$ cat config.mk
export PLATFORM = sky130hd
export DESIGN_NAME = reg_bus_initiator
export DESIGN_NICKNAME = d
export VERILOG_FILES = /design/src/rtl/reg_bus_pkg.sv /design/src/rtl/reg_bus_wait_ctr.sv /design/src/rtl/reg_bus_initiator.sv
export SDC_FILE = /design/constraint.sdc
export NUM_CORES = 1
export LEC_CHECK = 0
export CORE_MARGIN = 1.5
export CORE_UTILIZATION = 55
export DETAILED_ROUTE_END_ITERATION = 8
export DONT_BUFFER_PORTS = 1
export GPL_TIMING_DRIVEN = 0
export PLACE_DENSITY = 0.66
export SLEW_MARGIN = 20
export SYNTH_ARGS = -nofsm -noshare
export SYNTH_HDL_FRONTEND = slang
export SYNTH_SLANG_ARGS = --single-unit
$ cat constraint.sdc
create_clock -name clk -period 3.8 [get_ports clk]
set_input_delay 0.76 -clock clk [delete_from_list [all_inputs] [get_ports clk]]
set_output_delay 0.76 -clock clk [all_outputs]
set_load 0.1 [all_outputs]
$ cat src/rtl/reg_bus_pkg.sv
// Shared constants and FSM encoding for the register-bus initiator.
package reg_bus_pkg;

  localparam int ADDR_W = 4;
  localparam int DATA_W = 8;
  localparam logic [ADDR_W-1:0] IDLE_ADDR = 4'hF;

  typedef enum logic [2:0] {
    IDLE,
    SETUP,
    STROBE,
    WAIT,
    RESP
  } state_t;

  localparam logic [ADDR_W-1:0] REG0 = 4'd0;
  localparam logic [ADDR_W-1:0] REG1 = 4'd1;
  localparam logic [ADDR_W-1:0] REG2 = 4'd2;
  localparam logic [ADDR_W-1:0] REG3 = 4'd3;

endpackage

$ cat src/rtl/reg_bus_wait_ctr.sv
// Read-latency down-counter: loaded on strobe exit, done in the last WAIT cycle.
module reg_bus_wait_ctr #(
  parameter int READ_LAT = 1
) (
  input  logic clk,
  input  logic rst,
  input  logic load,
  input  logic run,
  output logic done
);

  logic [1:0] cnt;

  always_ff @(posedge clk) begin
    if (rst) begin
      cnt <= 2'd0;
    end else if (load) begin
      cnt <= 2'(READ_LAT - 1);
    end else if (run && cnt != 2'd0) begin
      cnt <= cnt - 2'd1;
    end
  end

  assign done = run && (cnt == 2'd0);

endmodule

$ cat src/rtl/reg_bus_initiator.sv
// Single-outstanding register-bus initiator with setup/strobe/capture sequencing
// and an optional read-back compare with saturating mismatch count.
module reg_bus_initiator #(
  parameter int                ADDR_W    = reg_bus_pkg::ADDR_W,
  parameter int                DATA_W    = reg_bus_pkg::DATA_W,
  parameter logic [ADDR_W-1:0] IDLE_ADDR = reg_bus_pkg::IDLE_ADDR,
  parameter int                READ_LAT  = 1,
  parameter int                CNT_W     = 16
) (
  input  logic              clk,
  input  logic              resetb,
  input  logic              cmd_valid,
  output logic              cmd_ready,
  input  logic              cmd_write,
  input  logic [ADDR_W-1:0] cmd_addr,
  input  logic [DATA_W-1:0] cmd_wdata,
  input  logic              cmd_check,
  input  logic [DATA_W-1:0] cmd_expected,
  output logic              resp_valid,
  input  logic              resp_ready,
  output logic              resp_write,
  output logic [DATA_W-1:0] resp_rdata,
  output logic              resp_mismatch,
  output logic [CNT_W-1:0]  mismatch_cnt,
  output logic [ADDR_W-1:0] address,
  output logic              write_en,
  output logic              read_en,
  output logic [DATA_W-1:0] data_in,
  input  logic [DATA_W-1:0] read_data
);

  import reg_bus_pkg::*;

  if (READ_LAT < 1 || READ_LAT > 4) begin : g_bad_read_lat
    $error("reg_bus_initiator: READ_LAT must be in 1..4");
  end

  state_t state, state_nxt;

  logic              cmd_write_p0;
  logic [ADDR_W-1:0] cmd_addr_p0;
  logic [DATA_W-1:0] cmd_wdata_p0;
  logic              cmd_check_p0;
  logic [DATA_W-1:0] cmd_expected_p0;

  logic accept;
  logic resp_done;
  logic wait_done;
  logic rd_mismatch;

  // Commands are refused while reset is held so garbage on cmd_* cannot slip in.
  assign cmd_ready   = (state == IDLE) && !resetb;
  assign accept      = cmd_valid && cmd_ready;
  assign resp_done   = resp_valid && resp_ready;
  assign rd_mismatch = cmd_check_p0 && (read_data !== cmd_expected_p0);

  reg_bus_wait_ctr #(
    .READ_LAT(READ_LAT)
  ) u_wait_ctr (
    .clk (clk),
    .rst (resetb),
    .load(state == STROBE && !cmd_write_p0),
    .run (state == WAIT),
    .done(wait_done)
  );

  always_ff @(posedge clk) begin
    if (resetb) state <= IDLE;
    else        state <= state_nxt;
  end

  always_comb begin
    state_nxt = state;
    case (state)
      IDLE:    if (accept) state_nxt = SETUP;
      SETUP:   state_nxt = STROBE;
      STROBE:  state_nxt = cmd_write_p0 ? RESP : WAIT;
      WAIT:    if (wait_done) state_nxt = RESP;
      RESP:    if (resp_done) state_nxt = IDLE;
      default: state_nxt = IDLE;
    endcase
  end

  // Stage p0: command capture at the accept edge
  always_ff @(posedge clk) begin
    if (accept) begin
      cmd_write_p0    <= cmd_write;
      cmd_addr_p0     <= cmd_addr;
      cmd_wdata_p0    <= cmd_wdata;
      cmd_check_p0    <= cmd_check;
      cmd_expected_p0 <= cmd_expected;
    end
  end

  // Bus drive and response capture
  always_ff @(posedge clk) begin
    if (resetb) begin
      address       <= IDLE_ADDR;
      write_en      <= 1'b0;
      read_en       <= 1'b0;
      data_in       <= '0;
      resp_valid    <= 1'b0;
      resp_write    <= 1'b0;
      resp_rdata    <= '0;
      resp_mismatch <= 1'b0;
      mismatch_cnt  <= '0;
    end else begin
      case (state)
        IDLE: begin
          if (accept) address <= cmd_addr;
        end
        SETUP: begin
          address  <= cmd_addr_p0;
          write_en <= cmd_write_p0;
          read_en  <= !cmd_write_p0;
          if (cmd_write_p0) data_in <= cmd_wdata_p0;
        end
        STROBE: begin
          write_en <= 1'b0;
          read_en  <= 1'b0;
          address  <= IDLE_ADDR;
          data_in  <= '0;
          if (cmd_write_p0) begin
            resp_valid    <= 1'b1;
            resp_write    <= 1'b1;
            resp_rdata    <= '0;
            resp_mismatch <= 1'b0;
          end
        end
        WAIT: begin
          if (wait_done) begin
            resp_valid    <= 1'b1;
            resp_write    <= 1'b0;
            resp_rdata    <= read_data;
            resp_mismatch <= rd_mismatch;
            if (rd_mismatch && !(&mismatch_cnt)) mismatch_cnt <= mismatch_cnt + CNT_W'(1);
          end
        end
        RESP: begin
          if (resp_done) resp_valid <= 1'b0;
        end
        default: ;
      endcase
    end
  end

endmodule

==> results of run 1 <==
-- flip-flops by register name, summed over array words and instances, names as in the netlist, 2 cells and up --
signal / flops
state: 3
resp_rdata: 8
cmd_expected_p0: 8
mismatch_cnt: 16
cmd_wdata_p0: 8
u_wait_ctr.cnt: 2
address: 4
cmd_addr_p0: 4
data_in: 8
-- Yosys cell counts, drive strengths merged, types with 3 or more instances --
| master | number |
|---|---|
| inv | 5 |
| and3 | 3 |
| buf | 3 |
| xnor2 | 9 |
| a21oi | 32 |
| and4 | 4 |
| o22ai | 4 |
| edfxtp | 22 |
| nand3 | 11 |
| or3 | 8 |
| a22oi | 8 |
| or4 | 7 |
| nor2 | 23 |
| mux2i | 6 |
| dfxtp | 46 |
| nor3 | 6 |
| nand2b | 8 |
| o21ai | 9 |
| o31ai | 8 |
| nand4 | 11 |
| clkbuf | 11 |
| nand2 | 26 |
-- cell type report --
cell class / count / area (um^2)
inverters: 5 / 18.77
clock inverters: 7 / 75.07
fillers: 448 / 1887
clock buffers: 9 / 123.9
repair buffers: 1 / 15.01
flip-flops and latches: 68 / 1582
plain buffers: 14 / 61.31
multi-input cells: 199 / 1225
well taps: 70 / 87.58
-- how the worst max path moves through the flow --
stage | endpoint | slack, ns | cells past startpoint
floorplan | cmd_addr_p0[0] | 0.21 | 4
global placement | cmd_wdata_p0[0] | -0.13 | 4
detailed placement | mismatch_cnt[8] | 1.12 | 5
CTS | mismatch_cnt[8] | 1.10 | 5
global route | mismatch_cnt[0] | 0.92 | 5
finish | mismatch_cnt[0] | 1.10 | 5
-- cells by family (layout without fill, tap and decap cells) --
| logic type | after synthesis | count (layout) | share of synthesized area |
|---|---|---|---|
| AOI/OAI and AO/OA | 66 | 66 | 0.1429 |
| xor gates and xnor gates | 9 | 9 | 0.02745 |
| adders and majority gates | 2 | 2 | 0.008713 |
| buffers and inverters | 19 | 36 | 0.02788 |
| DFF | 68 | 68 | 0.5508 |
| muxes | 7 | 7 | 0.02484 |
| and+or+nand+nor | 115 | 115 | 0.2174 |
-- routing by layer --
metal  vias to the layer above  track usage  wire length, um
met2                        58       0.3491             2846
met3                         5      0.07095              444
met5                         -            0                0
met1                      1031       0.2432             2481
li1                       1079            -                -
met4                         0      0.08333               44
-- critical path: cells and delay by family, from the launching register on --
kind / cells / cell delay [ns]
simple gates: 3 / 1.25
flops: 1 / 1.05
compound gates: 2 / 0.33
-- power groups by stage --
stage	clock network, mW	registers, mW	logic [mW]
floorplan	0	0.894	0.0972
global placement	0	0.898	0.115
detailed placement	0	0.898	0.123
CTS	0.607	0.882	0.123
global route	0.636	0.885	0.137
finish	0.593	0.882	0.122
-- through the flow --
| stage | instances | utilization | instance area, um^2 | TNS, ns |
|---|---|---|---|---|
| floorplan | 286 | - | 2878 | 0 |
| global placement | 356 | 0.5843 | 2965 | -2.946 |
| detailed placement | 357 | 0.5890 | 2989 | 0 |
| CTS | 373 | 0.6282 | 3188 | 0 |
| global route | 373 | 0.6282 | 3188 | 0 |
| finish | 373 | 0.6282 | 3188 | 0 |
==> flow_metrics.env, run 1 <==
export IMPL_min_period_over_period=0.7114
export IMPL_timing_critical_path_required_ns=4.07
export IMPL_synthDominantCellAreaShare=0.3207
export IMPL_crit_chain="and4_1 > nand4_1 > nor3_1 > o21ai_0 > a21oi_1"
export IMPL_achievable_frequency_ghz=0.3699
export IMPL_slew_viol_final=0
export IMPL_critPathArrivalTime_ns=2.97
export IMPL_power_leakage_nw=1.021
export IMPL_timing_hold_worst_start="cmd_wdata_p0[3]"
export IMPL_worst_skew_pair_late_latency_ns=0.34
export IMPL_floorplan_die_area_um2=5663
export IMPL_cts_buffers=9
export IMPL_irDropWorstVdd_mv=0.3636
export IMPL_drt_total_wl_um=5816
export IMPL_timing_critical_path_from_type="flop"
export IMPL_slew_limit_headroom=0.2486
export IMPL_core_area_um2=5075
export IMPL_grt_start_max_net_pins=23
export IMPL_drtPass1Iterations=5
export IMPL_worst_max_slew_pin_slew_ns=1.125
export IMPL_worst_path_max_delay_cell="dfxtp_1"
export IMPL_die_height_um=75.26
export IMPL_route_antenna_remaining_nets=0
export IMPL_synthesized_netlist_cell_count=286
export IMPL_worst_hold_slack_ns=0.4939
export IMPL_reg2reg_slack_ns=1.10
export IMPL_clock_power_share=0.371
export IMPL_post_synthesis_sequential_element_count=68
export IMPL_number_of_global_route_vias_before_repair=1946
export IMPL_antenna_found_initial=0
export IMPL_start_util=0.5658
export IMPL_cts_reportedPaths_clkPinSlew_ns=0.08
export IMPL_status="complete, no violations"
export IMPL_timing_critical_path_from="mismatch_cnt[9]"
export IMPL_synth_seq_area_share=0.5508
export IMPL_critPathMaxFanout=7
export IMPL_clock_sink_count=68
export IMPL_vias=2173
export IMPL_avgViaCountPerCell=5.826
export IMPL_dominantRegCellSynth="dfxtp_1"
export IMPL_syn_area_um2=2872
export IMPL_hpwl_um=4045
export IMPL_finalWorstPathRequiredPeriod_ns=2.703
export IMPL_hold_depth=2
export IMPL_number_of_synthesized_flops_with_an_enable_pin=22
export IMPL_netlist_top_cell_by_area="dfxtp_1"
export IMPL_number_of_warnings_printed_during_yosys_synthesis=0
export IMPL_number_of_levels_the_h_tree_was_split_into=3
export IMPL_min_delay_worst_endpoint="data_in[3]"
export IMPL_power_frac_seq=0.552
export IMPL_placementRows=26
export IMPL_global_route_usage_total=0.2071
export IMPL_cts_hold_buffers=0
export IMPL_rsz0062_at_grt="false"
export IMPL_cts_root_buffer_cell="clkbuf_8"
export IMPL_synthTopCellsByArea="dfxtp_1 32%, edfxtp_1 23%, a21oi_1 5.6%, nand2_1 3.3%, nor2_1 2.9%"
export IMPL_finalClockSkew_ns=0.006976
export IMPL_ff2ff_path_depth=5
export IMPL_async_flop_share=0
export IMPL_p_sw_frac=0.2898
export IMPL_final_worst_path_setup_slack_ns=1.097
export IMPL_finalWeightedCongestion=0.7647
export IMPL_critical_path_class="reg -> reg"
export IMPL_p_switching_mw=0.4626
export IMPL_routed_wire_length_per_instance_um=15.59
export IMPL_cellInternalPower_mw=1.134
export IMPL_die_width_um=75.26
export IMPL_synthesis_area_per_instance_um2=10.04
export IMPL_grt_first_pass_wirelength_um=8680
export IMPL_buffer_ports_inserted=0
export IMPL_total_grt_overflow=0
export IMPL_setup_viol=0
export IMPL_layout_area_overhead_pct=11.02
export IMPL_final_hold_viol_count=0
export IMPL_drv_cap=0
export IMPL_drc=0
export IMPL_drt_iter0_markers=106
export IMPL_setup_worst_path_end_class="flop"
export IMPL_netlist_cell_type_count=38
export IMPL_antenna_diode_count=0
export IMPL_power_density_nw_per_um2=500.7
export IMPL_crit_reg2reg_launch="mismatch_cnt[9]"
export IMPL_clock_tree_from_tritoncts="done"
export IMPL_slowest_delay_ns=1.05
export IMPL_cts_repair_resized_insts=0
export IMPL_most_common_layout_cells="46 x dfxtp_1, 32 x a21oi_1, 25 x nand2_1"
export IMPL_min_delay_path_class="reg -> reg"
export IMPL_clk_path_buf_depth=2
export IMPL_power_combinational_fraction=0.076
export IMPL_cts_setup_buffers=0
export IMPL_nNetsFinal=334
export IMPL_ioPinCount=76
export IMPL_total_power_mw=1.596
export IMPL_regToRegEndpoint="mismatch_cnt[0]"
export IMPL_detailedPlace_worstSlack_ns=1.116
export IMPL_drive_above_1_share=0.08251
export IMPL_mappedNetlistNets=322
export IMPL_layout_commonest_cell="dfxtp_1"
Note: power is estimated with default switching activity, not from simulation.
==> run 2: changes to the inputs <==
PLACE_DENSITY = 0.69   (was 0.66)
clock period = 2.2 ns   (was 3.8 ns; I/O delays follow)
==> run 2 against run 1 <==
Count of clock-buffer cells in the layout is the same; die area is the same; clock power grew 110%; sequential power grew 72%; critical path depth is the same; highest routed layer unchanged.
==> flow_metrics.env, run 2 (same netlist as run 1, synthesis figures left out) <==
export IMPL_status="complete, no violations"
export IMPL_largest_register_ff_count=16
export IMPL_dpl_instance_area_um2=3030
export IMPL_nNetsFinal=334
export IMPL_die_height_um=75.26
export IMPL_drive_above_1_share=0.1617
export IMPL_placementRows=26
export IMPL_cts_hold_buffers=0
export IMPL_timing_critical_path_from_type="flop"
export IMPL_worst_skew_pair_late_latency_ns=0.34
export IMPL_layout_area_overhead_pct=15.03
export IMPL_achievable_frequency_ghz=0.4874
export IMPL_layout_commonest_cell="a21oi_1"
export IMPL_global_route_usage_total=0.2222
export IMPL_ff2ff_path_depth=5
export IMPL_start_util=0.5658
export IMPL_buffer_ports_inserted=0
export IMPL_drc=0
export IMPL_drt_iter0_markers=109
export IMPL_worst_setup_path_endpoint="mismatch_cnt[7]"
export IMPL_cts_buffers=9
export IMPL_setup_viol=0
export IMPL_cts_root_buffer_cell="clkbuf_8"
export IMPL_cts_setup_buffers=0
export IMPL_slew_limit_headroom=0.3283
export IMPL_antenna_found_initial=0
export IMPL_critical_path_class="reg -> reg"
export IMPL_clock_tree_from_tritoncts="done"
export IMPL_p_sw_frac=0.2657
export IMPL_reg2reg_slack_ns=0.15
export IMPL_non_filler_instances=373
export IMPL_worst_max_slew_pin_slew_ns=1.006
export IMPL_power_combinational_fraction=0.073
export IMPL_avgViaCountPerCell=5.759
export IMPL_ioPinCount=76
export IMPL_critPathMaxFanout=7
export IMPL_finalWeightedCongestion=0.7664
export IMPL_clock_sink_count=68
export IMPL_min_period_over_period=0.9325
export IMPL_setup_worst_path_end_class="flop"
export IMPL_finalWorstPathRequiredPeriod_ns=2.052
export IMPL_clock_power_share=0.417
export IMPL_antenna_diode_count=0
export IMPL_power_leakage_nw=1.061
export IMPL_cts_reportedPaths_clkPinSlew_ns=0.07
export IMPL_place_detailed_instances=357
export IMPL_fillers=409
export IMPL_final_hold_viol_count=0
export IMPL_route_antenna_remaining_nets=0
export IMPL_timing_critical_path_from="mismatch_cnt[12]"
export IMPL_finalClockSkew_ns=0.007099
export IMPL_core_area_um2=5075
export IMPL_crit_reg2reg_launch="mismatch_cnt[12]"
export IMPL_hpwl_um=4185
export IMPL_grt_first_pass_wirelength_um=9218
export IMPL_irDropWorstVdd_mv=0.7416
export IMPL_clk_path_buf_depth=2
export IMPL_number_of_levels_the_h_tree_was_split_into=3
export IMPL_grt_start_max_net_pins=23
export IMPL_slew_viol_final=0
export IMPL_register_containing_the_most_flip_flops_in_the_final_layout="mismatch_cnt"
export IMPL_critPathArrivalTime_ns=2.26
export IMPL_drv_cap=0
export IMPL_min_delay_path_class="in -> reg"
export IMPL_timing_critical_path_required_ns=2.41
export IMPL_power_frac_seq=0.510
export IMPL_number_of_global_route_vias_before_repair=1981
export IMPL_final_area_um2=3303
export IMPL_die_width_um=75.26
export IMPL_vias=2148
export IMPL_rsz0062_at_grt="false"
export IMPL_drtPass1Iterations=4
export IMPL_drt_total_wl_um=5900
export IMPL_setup_tns_final_ns=0
export IMPL_routed_wire_length_per_instance_um=15.82
export IMPL_p_switching_mw=0.7905
export IMPL_cellInternalPower_mw=2.185
export IMPL_most_common_layout_cells="32 x a21oi_1, 28 x dfxtp_1, 25 x nand2_1"
export IMPL_total_grt_overflow=0
export IMPL_regToRegEndpoint="mismatch_cnt[7]"
export IMPL_power_density_nw_per_um2=900.7
export IMPL_floorplan_die_area_um2=5663
[run 2: changes by cell type in the layout (fill, tap and decap cells not counted), sizes merged]
| cell | delta |
|---|---|
| clkinv | -3 |
| inv | -1 |
| bufinv | +2 |
| clkinvlp | +2 |
[run 2: how the worst min path moves through the flow]
stage | start | to | slack, ns | cells past startpoint
after floorplan | cmd_wdata_p0[0] | data_in[0] | 0.46 | 2
after global placement | cmd_wdata_p0[6] | data_in[6] | 0.46 | 2
after detailed placement | cmd_wdata_p0[3] | data_in[3] | 0.48 | 2
after CTS | cmd_addr[3] | cmd_addr_p0[3] | 0.17 | 0
after global routing | cmd_wdata[3] | cmd_wdata_p0[3] | 0.17 | 0
final | cmd_addr[2] | cmd_addr_p0[2] | 0.19 | 0
[run 2: metrics by stage]
step / setup slack (ns) / total power [mW] / utilization / hold slack [ns]
after floorplan: -0.2290 / 1.721 / - / 0.4586
after global placement: -0.3790 / 1.758 / 0.5942 / 0.4601
after detailed placement: -0.1556 / 1.771 / 0.5971 / 0.4772
after CTS: 0.01318 / 3.009 / 0.6487 / 0.1738
after global routing: 0.007990 / 3.084 / 0.6509 / 0.1691
final: 0.1484 / 2.975 / 0.6509 / 0.1907
[run 2: area by class of cell]
type	instances	area, um^2	share of cell area
well taps	70	87.58	0.02652
inverters	5	18.77	0.005682
clock buffers	9	123.9	0.03750
repair buffers	1	15.01	0.004545
clock inverters	7	122.6	0.03712
plain buffers	14	82.58	0.02500
multi-input cells	199	1236	0.3742
flip-flops and latches	68	1617	0.4894
[run 2: routing by layer]
| metal | vias to the layer above | share of wire | track usage |
|---|---|---|---|
| li1 | 1083 | - | - |
| met1 | 994 | 0.42 | 0.2736 |
| met2 | 64 | 0.48 | 0.3441 |
| met3 | 7 | 0.086 | 0.09371 |
| met4 | 0 | 0.014 | 0.09524 |
| met5 | - | 0 | 0 |
[run 2: power groups by stage]
stage / Combinational (mW) / Clock (mW) / Sequential (mW)
after global placement: 0.207 / 0 / 1.55
after floorplan: 0.177 / 0 / 1.54
after CTS: 0.220 / 1.27 / 1.52
after global routing: 0.245 / 1.32 / 1.52
final: 0.218 / 1.24 / 1.52
after detailed placement: 0.218 / 0 / 1.55
[run 2: worst max-delay path: stages, from the launching register on]
cell	delay (ns)
dfxtp_2	0.68
and4_1	0.37
nand4_1	0.23
nor3_2	0.41
or4_1	0.18
a21oi_1	0.06
[run 2: timing repair]
item                                    4_1_cts  5_1_grt
resized for setup                             7        4
cloned                                        0        0
endpoints found under the setup margin       10        7
==> run 3: changes to the inputs <==
CORE_ASPECT_RATIO = 0.8   (was not set)
==> run 3 against run 2 <==
Fmax decreased by 0.34%; sequential cell count unchanged; register-to-register slack about the same; critical path depth stayed put; worst hold slack worse by 0.0093 ns; largest power group unchanged; cell count fell by 2.1%.
==> flow_metrics.env, run 3 (same netlist as run 1, synthesis figures left out) <==
export IMPL_status="complete, no violations"
export IMPL_worst_hold_slack_ns=0.1814
export IMPL_setup_worst_path_end_class="flop"
export IMPL_route_antenna_remaining_nets=0
export IMPL_timing_critical_path_from="mismatch_cnt[12]"
export IMPL_number_of_global_route_vias_before_repair=2089
export IMPL_cts_buffers=9
export IMPL_timing_critical_path_from_type="flop"
export IMPL_clock_power_share=0.391
export IMPL_min_period_over_period=0.9357
export IMPL_drv_cap=0
export IMPL_nNetsFinal=334
export IMPL_largest_register_ff_count=16
export IMPL_crit_chain="and4_1 > nand4_1 > nor3_2 > or4_1 > a21oi_1"
export IMPL_p_switching_mw=0.7861
export IMPL_non_filler_instances=365
export IMPL_hpwl_um=4167
export IMPL_grt_busiest_layer="met2"
export IMPL_drive_above_1_share=0.1584
export IMPL_drc=0
export IMPL_fillers=408
export IMPL_drtPass1Iterations=4
export IMPL_total_power_mw=2.851
export IMPL_layout_commonest_cell="a21oi_1"
export IMPL_finalWeightedCongestion=0.7776
export IMPL_critical_path_class="reg -> reg"
export IMPL_number_of_levels_the_h_tree_was_split_into=3
export IMPL_cts_root_buffer_cell="clkbuf_8"
export IMPL_slew_viol_final=0
export IMPL_power_frac_seq=0.532
export IMPL_routed_wire_length_per_instance_um=16.48
export IMPL_critPathMaxFanout=7
export IMPL_register_containing_the_most_flip_flops_in_the_final_layout="mismatch_cnt"
export IMPL_worst_setup_path_endpoint="mismatch_cnt[7]"
export IMPL_core_area_um2=5007
export IMPL_final_area_um2=3263
export IMPL_critPathArrivalTime_ns=2.27
export IMPL_drt_iter0_markers=143
export IMPL_clock_tree_from_tritoncts="done"
export IMPL_multiInputGateArea_um2=1236
export IMPL_grt_util_met1=0.2782
export IMPL_power_leakage_nw=1.047
export IMPL_cellInternalPower_mw=2.065
export IMPL_crit_reg2reg_launch="mismatch_cnt[12]"
export IMPL_avgViaCountPerCell=6.115
export IMPL_timing_critical_path_required_ns=2.41
export IMPL_regToRegEndpoint="mismatch_cnt[7]"
export IMPL_p_sw_frac=0.2757
export IMPL_antenna_diode_count=0
export IMPL_irDropWorstVdd_mv=0.6350
export IMPL_ff2ff_path_depth=5
export IMPL_global_route_usage_total=0.2288
export IMPL_vias=2232
export IMPL_most_common_layout_cells="32 x a21oi_1, 28 x dfxtp_1, 25 x nand2_1"
export IMPL_clk_path_buf_depth=2
export IMPL_sequential_cell_area_um2=1617
export IMPL_worst_max_slew_pin_slew_ns=1.049
export IMPL_critical_path_top_delay_family="simple AND/OR/NAND/NOR gates"
export IMPL_cts_hold_buffers=0
export IMPL_rsz0062_at_grt="false"
export IMPL_power_combinational_fraction=0.077
export IMPL_die_height_um=67.63
export IMPL_clock_sink_count=68
export IMPL_setup_tns_final_ns=0
export IMPL_grt_first_pass_wirelength_um=9791
export IMPL_critical_path_buf_inv_count=0
export IMPL_finalClockSkew_ns=0.009032
export IMPL_antenna_found_initial=0
export IMPL_dpl_instance_area_um2=3020
export IMPL_final_hold_viol_count=0
export IMPL_cts_reportedPaths_clkPinSlew_ns=0.08
export IMPL_achievable_frequency_ghz=0.4858
export IMPL_slowest_delay_ns=0.68
export IMPL_ioPinCount=76
export IMPL_cts_setup_buffers=0
export IMPL_floorplan_die_area_um2=5666
export IMPL_worst_path_max_delay_cell="dfxtp_2"
export IMPL_power_density_nw_per_um2=873.7
export IMPL_worstSetupPathDepth=5
export IMPL_start_util=0.5735
export IMPL_placementRows=23
export IMPL_buffer_ports_inserted=0
export IMPL_total_grt_overflow=0
export IMPL_worst_skew_pair_late_latency_ns=0.35
export IMPL_drt_total_wl_um=6016
export IMPL_layout_area_overhead_pct=13.64
export IMPL_die_width_um=83.79
export IMPL_setup_viol=0
export IMPL_slew_limit_headroom=0.2995
export IMPL_grtUsageMet3=0.1198
export IMPL_reg2reg_slack_ns=0.14
export IMPL_finalWorstPathRequiredPeriod_ns=2.059
export IMPL_min_delay_path_class="in -> reg"
export IMPL_grt_start_max_net_pins=23
export IMPL_groute_layer_met2_usage=0.3458
export IMPL_place_detailed_instances=349
-- run 3: routing by layer --
layer  up-vias  share of wire
met3         9           0.11
li1       1087              -
met1      1042           0.43
met2        94           0.45
met5         -              0
met4         0          0.016
-- run 3: power by group through the flow --
stage | clock network, mW | registers, mW | logic (mW)
finish | 1.11 | 1.52 | 0.220
CTS | 1.14 | 1.52 | 0.221
global route | 1.19 | 1.52 | 0.241
floorplan | 0 | 1.54 | 0.177
global placement | 0 | 1.55 | 0.209
detailed placement | 0 | 1.55 | 0.220
-- run 3: timing repair --
item                                   CTS  global route
setup endpoints to repair               11            10
endpoints found under the hold margin    0             0
gates resized for setup                  5             6
-- run 3: area by class of cell --
type                       instances  share of cell area
multi-input combinational        199              0.3788
buffer                            14             0.02531
clock buffer                      10             0.03911
inverter                           5            0.005752
timing repair buffer               1            0.004601
sequential                        68              0.4954
tap                               62             0.02377
clock inverter                     6             0.02722
-- run 3: worst min-delay path by stage --
stage | startpoint | end | slack (ns) | cells after the start
after floorplan | cmd_wdata_p0[0] | data_in[0] | 0.46 | 2
after global placement | cmd_wdata_p0[7] | data_in[7] | 0.46 | 2
after detailed placement | cmd_wdata_p0[1] | data_in[1] | 0.48 | 2
after CTS | cmd_expected[0] | cmd_expected_p0[0] | 0.17 | 0
after global routing | cmd_wdata[2] | cmd_wdata_p0[2] | 0.16 | 0
final | cmd_wdata[2] | cmd_wdata_p0[2] | 0.18 | 0
-- run 3: stage by stage --
step	setup WS [ns]	utilization
after floorplan	-0.2290	-
after detailed placement	-0.1670	0.6032
after CTS	0.004092	0.6484
after global routing	0.02192	0.6517
after global placement	-0.4002	0.6002
final	0.1414	0.6517
==> RTL edit (flow settings as in run 3) <==
`CNT_W`: 16 -> 32.
--- a/src/rtl/reg_bus_initiator.sv
+++ b/src/rtl/reg_bus_initiator.sv
@@ -6,5 +6,5 @@
   parameter logic [ADDR_W-1:0] IDLE_ADDR = reg_bus_pkg::IDLE_ADDR,
   parameter int                READ_LAT  = 1,
-  parameter int                CNT_W     = 16
+  parameter int                CNT_W     = 32
 ) (
   input  logic              clk,
Interface: changed (resized mismatch_cnt); port bits go from 76 to 92. No check against the original RTL was run, so the function may have changed too.
==> RTL edit against run 3 <==
Synthesized area rose by 30%. Clock skew fell by 0.0013 ns. Critical endpoint is now mismatch_cnt[23]$_SDFFE_PP0P_. Sequential cell count rose by 16. Setup slack got worse by 0.25 ns. Routed wire length rose by 56%. Sequential share of layout area fell by 5.7 points. Critical path type unchanged. Combinational power rose by 14%. The flow now finishes with violations (negative setup slack). Total power rose by 21%. First-iteration DRC count rose by 10%. Non-clock buffer count rose by 25. Worst hold slack got worse by 0.012 ns. Largest cell class unchanged. Design area rose by 41%.
==> RTL edit: results (changes against run 3) <==
[finish]
largest_register_ffs = 32  ; +16
final_nets = 436  ; +31%
layout.filler_cells = 455  ; +12%
drive_gt1_share_pct = 31.85  ; +16 points

[synth]
ys_async_sr_fraction_pct = 0  ; unchanged
prevailing_post_synth_register_cell = dfxtp_1
synth-seq-area-share_pct = 51.06  ; -4.0 points
ys_top_cells_by_area = dfxtp_1 33%, edfxtp_1 18%, a21oi_1 4.3%, or4_1 3.6%, o31ai_1 3.2%
synth_cell_types = 55  ; +45%
synth.cells.most_frequent = 62 x dfxtp_1, 32 x a21oi_1, 25 x nor2_1, 22 x edfxtp_1, 20 x nand2_1
mappedNetlistNets = 408  ; +27%

[grt]
grt_pass1_vias = 2963  ; +42%
grt.total_usage_pct = 26.67  ; +3.8 points
number_of_antenna_violations_at_the_first_check_in_global_routing = 0  ; unchanged
grt_first_pass_wirelength_um = 14840  ; +52%

[sta]
finalSetupViolations = 19  ; +19
holdWs_ns = 0.1697  ; -0.01167 ns
timing.final.ws_setup_ns = -0.1089  ; -0.2503 ns
finalClockSkew_ns = 0.007717  ; -0.001315 ns
final.setup.tns_ns = -1.408  ; -1.408 ns
worst_slew_margin_pct = 32.15  ; +2.2 points

[run_status]
run_status = finished with violations
violations = negative setup slack

[detailed_routing]
detail_route.first_pass.iterations = 5  ; +1
via_count = 3116  ; +40%
detailedRoute.firstIterationViolations = 158  ; +10%
drt_wl_total_um = 9394  ; +56%

[critical_path]
worst-r2r-cell-count = 7  ; +2
cp.arrival_ns = 2.61  ; +0.34 ns
maximum_single_stage_delay_on_the_critical_path_ns = 0.59  ; -0.09 ns
worstPathMaxFanout = 4  ; -3
r2r_start = mismatch_cnt[23]$_SDFFE_PP0P_
critical_path_s_slowest_cell = or4_4
r2r_end = mismatch_cnt[23]$_SDFFE_PP0P_

[power_and_ir_drop]
vdd_ir_drop_max_uv = 444.6  ; -30%
cellInternalPower_mw = 2.468  ; +20%
power.static_leakage_nw = 1.542  ; +47%

[hold_path]
launch_instance_of_the_worst_min_delay_path = cmd_wdata[3]
hold_path_end = cmd_wdata_p0[3]$_DFFE_PP_

[place]
finalWeightedCongestion = 0.8029  ; +3.3%
dp.final_hpwl_um = 6353  ; +52%
count_of_input_and_output_buffers = 0  ; unchanged

RTL edit: layer usage:
layer | track usage, % | up-vias | share of wire [%]
met5 | 0 | - | 0
met3 | 9.481 | 7 | 9.1
met1 | 36.90 | 1504 | 45
met4 | 7.164 | 0 | 0.75
li1 | - | 1464 | -
met2 | 39.36 | 141 | 45
RTL edit: final cells by class:
class	count	share of cell area (%)
tap	84	2.283
buffer	21	3.805
sequential	84	43.87
multi-input combinational	250	40.01
inverter	15	1.223
clock inverter	7	2.772
clock buffer	9	2.691
timing repair buffer	19	3.343
RTL edit: worst max path at each step:
stage | startpoint | endpoint | slack, ns
floorplan | resetb | cmd_addr_p0[0]$_DFFE_PP_ | -0.44
global placement | resetb | cmd_expected_p0[7]$_DFFE_PP_ | -0.59
detailed placement | read_data[6] | mismatch_cnt[10]$_SDFFE_PP0P_ | -0.42
CTS | mismatch_cnt[25]$_SDFFE_PP0P_ | mismatch_cnt[15]$_SDFFE_PP0P_ | -0.06
global route | mismatch_cnt[16]$_SDFFE_PP0P_ | mismatch_cnt[26]$_SDFFE_PP0P_ | -0.20
finish | mismatch_cnt[23]$_SDFFE_PP0P_ | mismatch_cnt[23]$_SDFFE_PP0P_ | -0.11
RTL edit: cell families (layout without fill, tap and decap cells):
group / count (synthesis) / in the layout / share of synthesized area (%)
compound gates: 98 / 98 / 17.70
xor+xnor: 9 / 9 / 2.116
buf+inv: 38 / 71 / 4.703
flops: 84 / 84 / 51.06
mux: 10 / 10 / 3.292
simple gates: 131 / 131 / 20.46
fa+ha+maj: 2 / 2 / 0.6717
RTL edit: per-stage QoR:
stage               util (%)  instances  cell area, µm²  setup slack [ns]
finish                 71.11        489            4603           -0.1089
global route           71.11        489            4603           -0.2020
CTS                    69.06        485            4471          -0.06199
detailed placement     61.94        457            4010           -0.4165
global placement       61.62        456            3989           -0.5866
floorplan                  -        372            3884           -0.4417
RTL edit: power by group through the flow:
stage | clock network (mW) | registers, mW | logic [mW]
2_1_floorplan | 0 | 1.84 | 0.186
3_3_place_gp | 0 | 1.85 | 0.229
3_5_place_dp | 0 | 1.85 | 0.241
4_1_cts | 1.39 | 1.81 | 0.247
5_1_grt | 1.46 | 1.82 | 0.278
6_report | 1.38 | 1.81 | 0.251
RTL edit: timing repair:
item,in CTS,in global routing
buffers inserted,12,6
pin swaps,6,13
gates resized for setup,32,26
gates cloned,1,0
endpoints found under the setup margin,30,42
